<file path="config.mk">
export PLATFORM = sky130hd
export DESIGN_NAME = controller_sequencer_flat
export DESIGN_NICKNAME = d
export VERILOG_FILES = /design/src/rtl/controller_sequencer_if.sv /design/src/rtl/controller_sequencer.sv /design/src/flat_wrapper.sv
export SDC_FILE = /design/constraint.sdc
export NUM_CORES = 1
export LEC_CHECK = 0
export CAP_MARGIN = 40
export CORE_AREA = 5 5 42 44
export DETAILED_ROUTE_END_ITERATION = 8
export DIE_AREA = 0 0 47 49
export DONT_BUFFER_PORTS = 1
export SYNTH_ARGS = -nofsm -noshare
export SYNTH_HDL_FRONTEND = slang
export SYNTH_SLANG_ARGS = --single-unit
export TNS_END_PERCENT = 10
</file>
<file path="constraint.sdc">
create_clock -name clk -period 2.4 [get_ports clk]
set_clock_uncertainty 0.05 [all_clocks]
set_input_delay 0.24 -clock clk [delete_from_list [all_inputs] [get_ports clk]]
set_output_delay 0.24 -clock clk [all_outputs]
set_load 0.05 [all_outputs]
</file>
<file path="src/rtl/controller_sequencer_if.sv">
// Control bundle between the SAP-1 sequencer and the datapath: opcode in,
// bus-driver enables, load strobes and status out.
interface controller_sequencer_if;
  logic [3:0] opcode;
  logic       pc_data_en;
  logic       ram_data_en;
  logic       ireg_data_en;
  logic       a_data_en;
  logic       alu_data_en;
  logic       mar_load;
  logic       pc_inc;
  logic       ir_load;
  logic       a_load;
  logic       b_load;
  logic       out_load;
  logic       alu_sub;
  logic       halted;
  logic [5:0] tstate;

  modport master (
    input  opcode,
    output pc_data_en, ram_data_en, ireg_data_en, a_data_en, alu_data_en,
    output mar_load, pc_inc, ir_load, a_load, b_load, out_load, alu_sub,
    output halted, tstate
  );

  modport slave (
    output opcode,
    input  pc_data_en, ram_data_en, ireg_data_en, a_data_en, alu_data_en,
    input  mar_load, pc_inc, ir_load, a_load, b_load, out_load, alu_sub,
    input  halted, tstate
  );
endinterface

</file>
<file path="src/rtl/controller_sequencer.sv">
// SAP-1 controller/sequencer: six-state one-hot ring counter (T1..T6) with a
// halt flag, decoding the IR opcode into bus-driver enables and load strobes.
module controller_sequencer (
  input  logic                          clk,
  input  logic                          rst,
  controller_sequencer_if.master        bus
);

  localparam logic [3:0] OP_LDA = 4'h0;
  localparam logic [3:0] OP_ADD = 4'h1;
  localparam logic [3:0] OP_SUB = 4'h2;
  localparam logic [3:0] OP_OUT = 4'hE;
  localparam logic [3:0] OP_HLT = 4'hF;

  typedef enum logic [5:0] {
    T1 = 6'b000001,
    T2 = 6'b000010,
    T3 = 6'b000100,
    T4 = 6'b001000,
    T5 = 6'b010000,
    T6 = 6'b100000
  } tstate_e;

  tstate_e tstate_q, tstate_d;
  logic    halted_q, halted_d;

  logic pc_data_en_s, ram_data_en_s, ireg_data_en_s, a_data_en_s, alu_data_en_s;
  logic mar_load_s, pc_inc_s, ir_load_s, a_load_s, b_load_s, out_load_s, alu_sub_s;

  // State register; reset wins over both advance and halt set.
  always_ff @(posedge clk) begin
    if (rst) begin
      tstate_q <= T1;
      halted_q <= 1'b0;
    end else begin
      tstate_q <= tstate_d;
      halted_q <= halted_d;
    end
  end

  // Next-state: ring advance, HLT freezes the ring at T4.
  always_comb begin
    tstate_d = tstate_q;
    halted_d = halted_q;
    if (halted_q) begin
      tstate_d = T4;
    end else begin
      case (tstate_q)
        T1: tstate_d = T2;
        T2: tstate_d = T3;
        T3: tstate_d = T4;
        T4: begin
          if (bus.opcode == OP_HLT) begin
            halted_d = 1'b1;
            tstate_d = T4;
          end else begin
            tstate_d = T5;
          end
        end
        T5: tstate_d = T6;
        T6: tstate_d = T1;
        default: tstate_d = T1;
      endcase
    end
  end

  // Control-word decode; everything is held low once halted.
  always_comb begin
    pc_data_en_s   = 1'b0;
    ram_data_en_s  = 1'b0;
    ireg_data_en_s = 1'b0;
    a_data_en_s    = 1'b0;
    alu_data_en_s  = 1'b0;
    mar_load_s     = 1'b0;
    pc_inc_s       = 1'b0;
    ir_load_s      = 1'b0;
    a_load_s       = 1'b0;
    b_load_s       = 1'b0;
    out_load_s     = 1'b0;
    alu_sub_s      = 1'b0;
    if (halted_q) begin
      pc_data_en_s = 1'b0;
    end else begin
      case (tstate_q)
        T1: begin
          pc_data_en_s = 1'b1;
          mar_load_s   = 1'b1;
        end
        T2: pc_inc_s = 1'b1;
        T3: begin
          ram_data_en_s = 1'b1;
          ir_load_s     = 1'b1;
        end
        T4: begin
          case (bus.opcode)
            OP_LDA, OP_ADD, OP_SUB: begin
              ireg_data_en_s = 1'b1;
              mar_load_s     = 1'b1;
            end
            OP_OUT: begin
              a_data_en_s = 1'b1;
              out_load_s  = 1'b1;
            end
            default: a_data_en_s = 1'b0;
          endcase
        end
        T5: begin
          case (bus.opcode)
            OP_LDA: begin
              ram_data_en_s = 1'b1;
              a_load_s      = 1'b1;
            end
            OP_ADD, OP_SUB: begin
              ram_data_en_s = 1'b1;
              b_load_s      = 1'b1;
            end
            default: ram_data_en_s = 1'b0;
          endcase
        end
        T6: begin
          case (bus.opcode)
            OP_ADD, OP_SUB: begin
              alu_data_en_s = 1'b1;
              a_load_s      = 1'b1;
              alu_sub_s     = (bus.opcode == OP_SUB);
            end
            default: alu_data_en_s = 1'b0;
          endcase
        end
        default: pc_data_en_s = 1'b0;
      endcase
    end
  end

  assign bus.pc_data_en   = pc_data_en_s;
  assign bus.ram_data_en  = ram_data_en_s;
  assign bus.ireg_data_en = ireg_data_en_s;
  assign bus.a_data_en    = a_data_en_s;
  assign bus.alu_data_en  = alu_data_en_s;
  assign bus.mar_load     = mar_load_s;
  assign bus.pc_inc       = pc_inc_s;
  assign bus.ir_load      = ir_load_s;
  assign bus.a_load       = a_load_s;
  assign bus.b_load       = b_load_s;
  assign bus.out_load     = out_load_s;
  assign bus.alu_sub      = alu_sub_s;
  assign bus.halted       = halted_q;
  assign bus.tstate       = tstate_q;

endmodule

</file>
<file path="src/flat_wrapper.sv">
// flat-port wrapper written by rule: the top's interface ports become plain ports
module controller_sequencer_flat 
  (clk, rst, bus_opcode, bus_pc_data_en, bus_ram_data_en, bus_ireg_data_en, bus_a_data_en, bus_alu_data_en, bus_mar_load, bus_pc_inc, bus_ir_load, bus_a_load, bus_b_load, bus_out_load, bus_alu_sub, bus_halted, bus_tstate);
  controller_sequencer_if bus_i ();
  input  logic clk;
  input  logic rst;
  input wire logic [$bits(bus_i.opcode)-1:0] bus_opcode;
  output wire logic [$bits(bus_i.pc_data_en)-1:0] bus_pc_data_en;
  output wire logic [$bits(bus_i.ram_data_en)-1:0] bus_ram_data_en;
  output wire logic [$bits(bus_i.ireg_data_en)-1:0] bus_ireg_data_en;
  output wire logic [$bits(bus_i.a_data_en)-1:0] bus_a_data_en;
  output wire logic [$bits(bus_i.alu_data_en)-1:0] bus_alu_data_en;
  output wire logic [$bits(bus_i.mar_load)-1:0] bus_mar_load;
  output wire logic [$bits(bus_i.pc_inc)-1:0] bus_pc_inc;
  output wire logic [$bits(bus_i.ir_load)-1:0] bus_ir_load;
  output wire logic [$bits(bus_i.a_load)-1:0] bus_a_load;
  output wire logic [$bits(bus_i.b_load)-1:0] bus_b_load;
  output wire logic [$bits(bus_i.out_load)-1:0] bus_out_load;
  output wire logic [$bits(bus_i.alu_sub)-1:0] bus_alu_sub;
  output wire logic [$bits(bus_i.halted)-1:0] bus_halted;
  output wire logic [$bits(bus_i.tstate)-1:0] bus_tstate;
  assign bus_i.opcode = bus_opcode;
  assign bus_pc_data_en = bus_i.pc_data_en;
  assign bus_ram_data_en = bus_i.ram_data_en;
  assign bus_ireg_data_en = bus_i.ireg_data_en;
  assign bus_a_data_en = bus_i.a_data_en;
  assign bus_alu_data_en = bus_i.alu_data_en;
  assign bus_mar_load = bus_i.mar_load;
  assign bus_pc_inc = bus_i.pc_inc;
  assign bus_ir_load = bus_i.ir_load;
  assign bus_a_load = bus_i.a_load;
  assign bus_b_load = bus_i.b_load;
  assign bus_out_load = bus_i.out_load;
  assign bus_alu_sub = bus_i.alu_sub;
  assign bus_halted = bus_i.halted;
  assign bus_tstate = bus_i.tstate;
  controller_sequencer u_core (.clk(clk), .rst(rst), .bus(bus_i));
endmodule
</file>
==> run_results.csv, run 1 <==
group,metric,value,unit
die,io_pins,25,
finish,final_area,686,sq um
placed_design,gp_congestion,0.817,
sta,tightest_slew,0.474,ns
die,die_w,47,um
finish,nets,84,
logic_synthesis,synthesis.nets,63,
sta,fin_crit_sh,0.882,
critical_path,cp_max_fo,5,
logic_synthesis,ys.warnings.count,0,
critical_path,required,2.11,ns
global_routing,grtUsageTotal,0.121,
logic_synthesis,synth_top_area_frac,0.309,
clocking,cts-root-buf,"clkbuf_4",
logic_synthesis,synth_area,454,sq um
clocking,cts_resized,0,
route,drt-total-wl,1280,um
die,start_util,0.324,
run,cap_violations,0,
global_routing,grt-ovfl-total,0,
logic_synthesis,ys_seq_area_frac,0.309,
sta,drv_slew,0,
run_status,status,"finished, final reports clean",
critical_path,cp_slowest_cell,"or4_4",
critical_path,start_kind,"flip-flop",
power,p_leak,0.266,nW
finish,insertedDiodeCount,0,
route,vias,508,
critical_path,cp_cell_sequence,"or4_4, or2_4, nor4_4, buf_12",
finish,seqCellArea,140,sq um
placed_design,io_buffers,0,
finish,drive_gt1_frac,0.351,
logic_synthesis,synth_cell_type_count,26,
finish,multi_input_area,323,sq um
die,die-area,2300,sq um
clocking,cts_made_buffers,3,
route,drtIter0Drc,8,
hold_path,hold_class,"in2reg",
clocking,clk_latency,0.25,ns
logic_synthesis,synth.avg_cell_area,7.97,sq um
critical_path,path_delay_family,"simple AND/OR/NAND/NOR gates",
placed_design,dp_hpwl,1030,um
logic_synthesis,synth_area_leaders,"dfxtp_1 (31%), nand2b_1 (6.9%), nor2_1 (6.6%)",
global_routing,antenna_found_initial,0,
route,antenna_left,0,
global_routing,grt_first_pass_wirelength,2070,um
sta,setup_violations,0,
global_routing,grt_max_degree,12,
critical_path,path_class,"reg2out",
critical_path,arrival,1.83,ns
critical_path,slowest_delay,0.56,ns
placed_design,placed_cell_area,639,sq um
clocking,cts_sinks,7,
sta,holdWs,0.0219,ns
die,coreArea,1400,sq um
route,via_per_inst,5.46,
finish,post-route-util,0.489,
global_routing,grt_pass1_vias,476,
route,first_pass_iters,4,
route,drc_errors,0,
finish,synthToLayoutAreaGrowth,51.0,%
die,rows,14,
logic_synthesis,yosysTopAreaCell,"dfxtp_1",
sta,rsz0062_at_grt,"no",
critical_path,path_buf_inv,1,
sta,slew_headroom,0.681,
die,fp.dieH,49,um
sta,period_needed,2.12,ns
sta,timing.fmax,472,MHz
clocking,cts_buffer_depth,2,
clocking,cts_htree_levels,1,
finish,fillers,140,
sta,finalHoldViolCount,0,
clocking,path_clk_slew,0.05,ns
logic_synthesis,syn_inst,57,
logic_synthesis,ys_seq_elements,7,
route,wl_per_cell,13.8,um
power,pwr_density_cell,564,nW/um^2
critical_path,endpoint_kind,"output port",
clocking,cts_tree,"built",
power,vdd_drop_max,311,uV
-- worst paths after layout --
| path | startpoint | to | slack, ns | cells after the start |
|---|---|---|---|---|
| min | rst | u_core.bus.tstate[3] | 0.02 | 1 |
| max reg2reg | u_core.bus.tstate[4] | u_core.bus.halted | 0.82 | 4 |
| max | u_core.bus.tstate[4] | bus_out_load | 0.28 | 4 |
| min reg2reg | u_core.bus.tstate[3] | u_core.bus.tstate[5] | 0.62 | 3 |
-- final cells by class --
type | count | share of cell area
Multi-Input combinational cell | 46 | 0.471
Timing Repair Buffer | 19 | 0.252
Sequential cell | 7 | 0.204
Clock buffer | 4 | 0.0383
Tap cell | 16 | 0.0292
Inverter | 1 | 0.00547
-- synth_stat cells --
library cell	instances
o21bai_1	1
a31o_2	1
dfxtp_1	7
a21oi_2	1
nand2b_1	5
clkbuf_1	1
o2bb2ai_1	1
inv_1	1
o31ai_1	1
or2_4	1
or4_4	1
o211a_1	1
or2b_1	1
nand3b_1	3
nand2_1	3
nor3b_1	2
nor4b_1	1
o21ai_0	1
nor4_1	4
xnor2_1	1
nand4b_1	1
o22ai_1	1
nor3_1	5
a211oi_1	2
buf_4	2
nor2_1	8
-- kinds of logic after synthesis --
kind of cell | count (synthesis) | share of synthesized area
simple gates | 35 | 0.452
compound gates | 10 | 0.171
xor+xnor | 1 | 0.0193
buf+inv | 4 | 0.0496
flops | 7 | 0.309
-- worst register-to-register path, cell delays in order, from the launching register on --
cell	delay, ns
dfxtp_1	0.31
or4_4	0.56
or2_4	0.30
nand2b_1	0.16
a21oi_2	0.13
-- per-layer routing --
| layer | track usage | part of all wire | vias up |
|---|---|---|---|
| met5 | 0 | 0 | - |
| met4 | 0.0553 | 0.015 | 0 |
| met3 | 0.0517 | 0.077 | 2 |
| met2 | 0.199 | 0.52 | 13 |
| met1 | 0.126 | 0.39 | 242 |
| li1 | - | - | 251 |
-- what timing repair did --
action                    in CTS  in global routing
hold endpoints to repair       1                  4
setup buffers                  0                  0
hold buffers                   1                  1
-- layout by cell type (no fill, tap or decap) --
| master | Yosys | final |
|---|---|---|
| a31o_2 | 1 | 1 |
| nand3b_1 | 3 | 3 |
| dfxtp_1 | 7 | 7 |
| clkbuf_1 | 1 | 1 |
| buf_4 | 2 | 15 |
| a211oi_1 | 2 | 2 |
| clkbuf_4 | 0 | 3 |
| nor4b_1 | 1 | 1 |
| xnor2_1 | 1 | 1 |
| a21oi_2 | 1 | 1 |
| or2b_1 | 1 | 1 |
| dlygate4sd3_1 | 0 | 2 |
| nor3b_1 | 2 | 1 |
| o22ai_1 | 1 | 1 |
| nor2_1 | 8 | 8 |
| inv_1 | 1 | 1 |
| o21bai_1 | 1 | 1 |
| buf_12 | 0 | 2 |
| nor3_1 | 5 | 4 |
| nand2b_1 | 5 | 5 |
| nor4_1 | 4 | 3 |
| o2bb2ai_1 | 1 | 1 |
| or4_4 | 1 | 1 |
| nand4b_1 | 1 | 1 |
| nor3b_2 | 0 | 1 |
| o211a_1 | 1 | 1 |
| o21ai_0 | 1 | 1 |
| nor4_4 | 0 | 1 |
| or2_4 | 1 | 1 |
| nor3_4 | 0 | 1 |
| nand2_1 | 3 | 3 |
| o31ai_1 | 1 | 1 |
-- flip-flops by register name, summed over array words and instances (netlist names) --
signal	count
u_core.bus.halted	1
u_core.bus.tstate	6
-- stage by stage --
stage               total power [mW]  setup WS, ns  setup TNS [ns]  std cells
floorplan                      0.243        -0.165          -0.337         57
global placement               0.278         0.572               0         87
detailed placement             0.279         0.544               0         87
CTS                            0.388         0.276               0         92
global route                   0.412         0.208               0         93
finish                         0.387         0.283               0         93
-- power breakdown --
| part | leakage (nW) | switching (mW) | internal [mW] |
|---|---|---|---|
| logic | 0.194 | 0.102 | 0.0475 |
| registers | 0.0570 | 0.00782 | 0.123 |
| clock network | 0.0150 | 0.0427 | 0.0634 |
Note: power is estimated with default switching activity, not from simulation.
==> run 2: changes to the inputs <==
- MAX_ROUTING_LAYER: default -> met4
==> run_results.csv, run 2 (synthesis results as in run 1) <==
group,metric,value,unit
route,vias,510,
critical_path,r2r_slack,0.82,ns
finish,synthToLayoutAreaGrowth,51.0,%
clocking,clk_latency,0.25,ns
placed_design,io_buffers,0,
sta,slew_headroom,0.680,
critical_path,reg2reg_from,"u_core.bus.tstate[4]",
clocking,cts-root-buf,"clkbuf_4",
finish,mostFrequentLayoutCells,"buf_4 (15), nor2_1 (8), dfxtp_1 (7)",
die,rows,14,
placed_design,dp_hpwl,1030,um
die,die_w,47,um
critical_path,endpoint_kind,"output port",
hold_path,hold_depth,1,
critical_path,required,2.11,ns
finish,multi_input_area,323,sq um
sta,fin_crit_sh,0.881,
route,first_pass_iters,4,
finish,seqCellArea,140,sq um
power,pwr_density_cell,563,nW/um^2
sta,rsz0062_at_grt,"no",
finish,final_cells,93,
sta,setup-tns-final,0,ns
global_routing,grt_first_pass_wirelength,2070,um
route,antenna_left,0,
finish,final_area,686,sq um
die,fp.dieH,49,um
finish,final_common_cell,"buf_4",
run,cap_violations,0,
placed_design,pre_cts_ws,0.544,ns
global_routing,grt_max_degree,12,
die,coreArea,1400,sq um
sta,finalHoldViolCount,0,
critical_path,timing.rr.end,"u_core.bus.tstate[4]",
die,io_pins,25,
placed_design,gp_congestion,0.829,
clocking,path_clk_slew,0.05,ns
clocking,cts_htree_levels,1,
die,die-area,2300,sq um
placed_design,placed_cell_area,639,sq um
die,start_util,0.324,
finish,nets,84,
route,wl_per_cell,13.9,um
finish,fillers,140,
sta,holdWs,0.0230,ns
critical_path,start_kind,"flip-flop",
global_routing,grtUsageTotal,0.124,
power,vdd_drop_max,311,uV
global_routing,grt-ovfl-total,0,
route,drc_errors,0,
critical_path,path_class,"reg2out",
sta,layout_setup_ws,0.286,ns
global_routing,antenna_found_initial,0,
critical_path,cp_max_fo,5,
critical_path,arrival,1.82,ns
sta,period_needed,2.11,ns
sta,drv_slew,0,
sta,setup_violations,0,
clocking,cts_tree,"built",
placed_design,dp_cells,87,
route,via_per_inst,5.48,
run_status,status,"finished, final reports clean",
sta,tightest_slew,0.475,ns
critical_path,reg2regPathDepth,3,
finish,drive_gt1_frac,0.351,
route,drt-total-wl,1290,um
power,p_leak,0.266,nW
clocking,cts_buffer_depth,2,
hold_path,min_from,"rst",
finish,largest_register_ffs,6,
clocking,cts_sinks,7,
finish,insertedDiodeCount,0,
sta,timing.fmax,473,MHz
hold_path,hold_class,"in2reg",
route,drtIter0Drc,12,
hold_path,holdPathEnd,"u_core.bus.tstate[3]",
global_routing,grt_pass1_vias,479,
clocking,cts_made_buffers,3,
-- run 2: cell counts in the layout (fill, tap and decap cells not counted) --
Identical to the previous run, type by type.
-- run 2: layer usage --
layer	track usage	wire, um
met1	0.129	517
met2	0.199	696
met3	0.0480	75
met4	0.0553	0
met5	-	0
-- run 2: report_power, final --
group          switching, mW  leakage, nW  internal, mW
logic                  0.102        0.194        0.0475
registers            0.00786       0.0570         0.123
clock network         0.0418       0.0150        0.0633
total                  0.152        0.266         0.234
-- run 2: layout make-up --
class	instances	area share
tap	16	0.0292
multi-input combinational	46	0.471
inverter	1	0.00547
sequential	7	0.204
timing repair buffer	19	0.252
clock buffer	4	0.0383
-- run 2: critical path, cell delays in order (launching register included) --
cell     delay (ns)
dfxtp_1        0.31
or4_4          0.56
or2_4          0.30
nor4_4         0.19
buf_12         0.21
-- run 2: repair_timing --
| action | 4_1_cts | 5_1_grt |
|---|---|---|
| gates resized for setup | 0 | 0 |
| endpoints found under the setup margin | 0 | 0 |
| setup buffers | 0 | 0 |
| hold endpoints to repair | 1 | 4 |
| hold buffers | 1 | 1 |
-- run 2: how the worst max path moves through the flow --
stage,endpoint,cells past startpoint,slack (ns),startpoint
after floorplan,bus_out_load,4,-0.16,u_core.bus.tstate[4]
after global placement,bus_a_data_en,4,0.57,u_core.bus.tstate[4]
after detailed placement,bus_out_load,4,0.54,u_core.bus.tstate[4]
after CTS,bus_out_load,4,0.28,u_core.bus.tstate[4]
after global routing,bus_out_load,4,0.21,u_core.bus.tstate[4]
final,bus_out_load,4,0.29,u_core.bus.tstate[4]
-- run 2: through the flow --
stage                util  total power [mW]
floorplan               -             0.243
global placement    0.456             0.278
detailed placement  0.456             0.279
CTS                 0.482             0.388
global route        0.489             0.412
finish              0.489             0.386
==> run 3: changes to the inputs <==
- clock period: 2.4 -> 2.3 ns (I/O delays scaled with it)
==> run_results.csv, run 3 (synthesis results as in run 1) <==
group,metric,value,unit
run_status,status,"finished, final reports clean",
route,wl_per_cell,14.0,um
critical_path,cp_slowest_cell,"or4_4",
finish,synthToLayoutAreaGrowth,51.0,%
power,p_leak,0.266,nW
sta,holdWs,0.0183,ns
finish,post-route-util,0.489,
power,pwr_density_cell,588,nW/um^2
sta,timing.fmax,475,MHz
sta,setup_violations,0,
die,die-area,2300,sq um
sta,period_needed,2.11,ns
route,vias,513,
hold_path,hold_class,"in2reg",
die,io_pins,25,
finish,largest_register_ffs,6,
clocking,cts_tree,"built",
sta,finalHoldViolCount,0,
die,rows,14,
global_routing,grt-ovfl-total,0,
placed_design,io_buffers,0,
critical_path,path_buf_inv,1,
route,antenna_left,0,
sta,rsz0062_at_grt,"no",
placed_design,placed_cell_area,639,sq um
route,first_pass_iters,2,
finish,mostFrequentLayoutCells,"buf_4 (15), nor2_1 (8), dfxtp_1 (7)",
critical_path,path_class,"reg2out",
clocking,cts_made_buffers,3,
placed_design,dp_hpwl,1040,um
critical_path,start_kind,"flip-flop",
hold_path,min_from,"rst",
die,fp.dieH,49,um
route,drtIter0Drc,5,
sta,setup-tns-final,0,ns
clocking,cts_resized,0,
critical_path,endpoint_kind,"output port",
finish,insertedDiodeCount,0,
run,cap_violations,0,
global_routing,grt_max_degree,12,
global_routing,grt_first_pass_wirelength,2130,um
clocking,cts_htree_levels,1,
clocking,clk_latency,0.25,ns
global_routing,grtUsageTotal,0.128,
clocking,cts-root-buf,"clkbuf_4",
sta,fin_crit_sh,0.916,
critical_path,cp_cell_sequence,"or4_4, or2_4, nor4_4, buf_12",
critical_path,cp_max_fo,5,
die,coreArea,1400,sq um
critical_path,path_delay_family,"simple AND/OR/NAND/NOR gates",
die,start_util,0.324,
global_routing,antenna_found_initial,0,
sta,drv_slew,0,
finish,final_common_cell,"buf_4",
critical_path,arrival,1.83,ns
critical_path,required,2.02,ns
route,drc_errors,0,
critical_path,crit_start,"u_core.bus.tstate[4]",
finish,nets,84,
sta,tightest_slew,0.467,ns
route,drt-total-wl,1310,um
finish,drive_gt1_frac,0.351,
clocking,cts_buffer_depth,2,
finish,final_area,686,sq um
global_routing,grt_pass1_vias,508,
route,via_per_inst,5.52,
die,die_w,47,um
clocking,path_clk_slew,0.05,ns
sta,slew_headroom,0.686,
clocking,cts_sinks,7,
placed_design,gp_congestion,0.829,
critical_path,reg2reg_from,"u_core.bus.tstate[4]",
critical_path,slowest_delay,0.56,ns
power,vdd_drop_max,364,uV
## run 3: cell counts in the layout (fill, tap and decap cells not counted)
Identical to the previous run, type by type.
## run 3: layout make-up
type | count | area [sq um]
clock buffer | 4 | 26.3
fill | 143 | 716
inverter | 1 | 3.75
multi-input combinational | 46 | 323
sequential | 7 | 140
tap | 16 | 20.0
timing repair buffer | 19 | 173
## run 3: report_power, final
group | total [mW] | leakage [nW] | internal, mW | switching (mW)
clock | 0.110 | 0.0150 | 0.0661 | 0.0435
sequential | 0.137 | 0.0570 | 0.129 | 0.00854
combinational | 0.156 | 0.194 | 0.0496 | 0.107
## run 3: layer usage
layer	vias up	wire length (um)	GRT usage
met5	-	0	-
met4	0	29	0.0922
met3	4	62	0.0148
met2	10	685	0.206
met1	250	527	0.137
li1	249	-	-
## run 3: worst paths after layout
check / end / slack (ns) / cells after the start
hold / removal: u_core.bus.tstate[3] / 0.02 / 1
hold reg to reg: u_core.bus.tstate[5] / 0.62 / 3
setup reg to reg: u_core.bus.halted / 0.72 / 4
setup / recovery: bus_out_load / 0.19 / 4
## run 3: worst reg2reg max path, delay by kind of cell (launching register included)
family	cells	cell delay (ns)
flip-flops	1	0.31
AO/OA/AOI/OAI	1	0.13
AND/OR/NAND/NOR	3	1.03
## run 3: per-stage QoR
step / setup WS [ns] / instances / total power [mW]
after floorplan: -0.255 / 57 / 0.254
after global placement: 0.482 / 87 / 0.290
after detailed placement: 0.455 / 87 / 0.292
after CTS: 0.187 / 92 / 0.406
after global routing: 0.125 / 93 / 0.426
final: 0.193 / 93 / 0.403
## run 3: repair_timing
item                                   CTS  global route
hold buffers                             1             1
setup buffers                            0             0
endpoints found under the hold margin    4             1
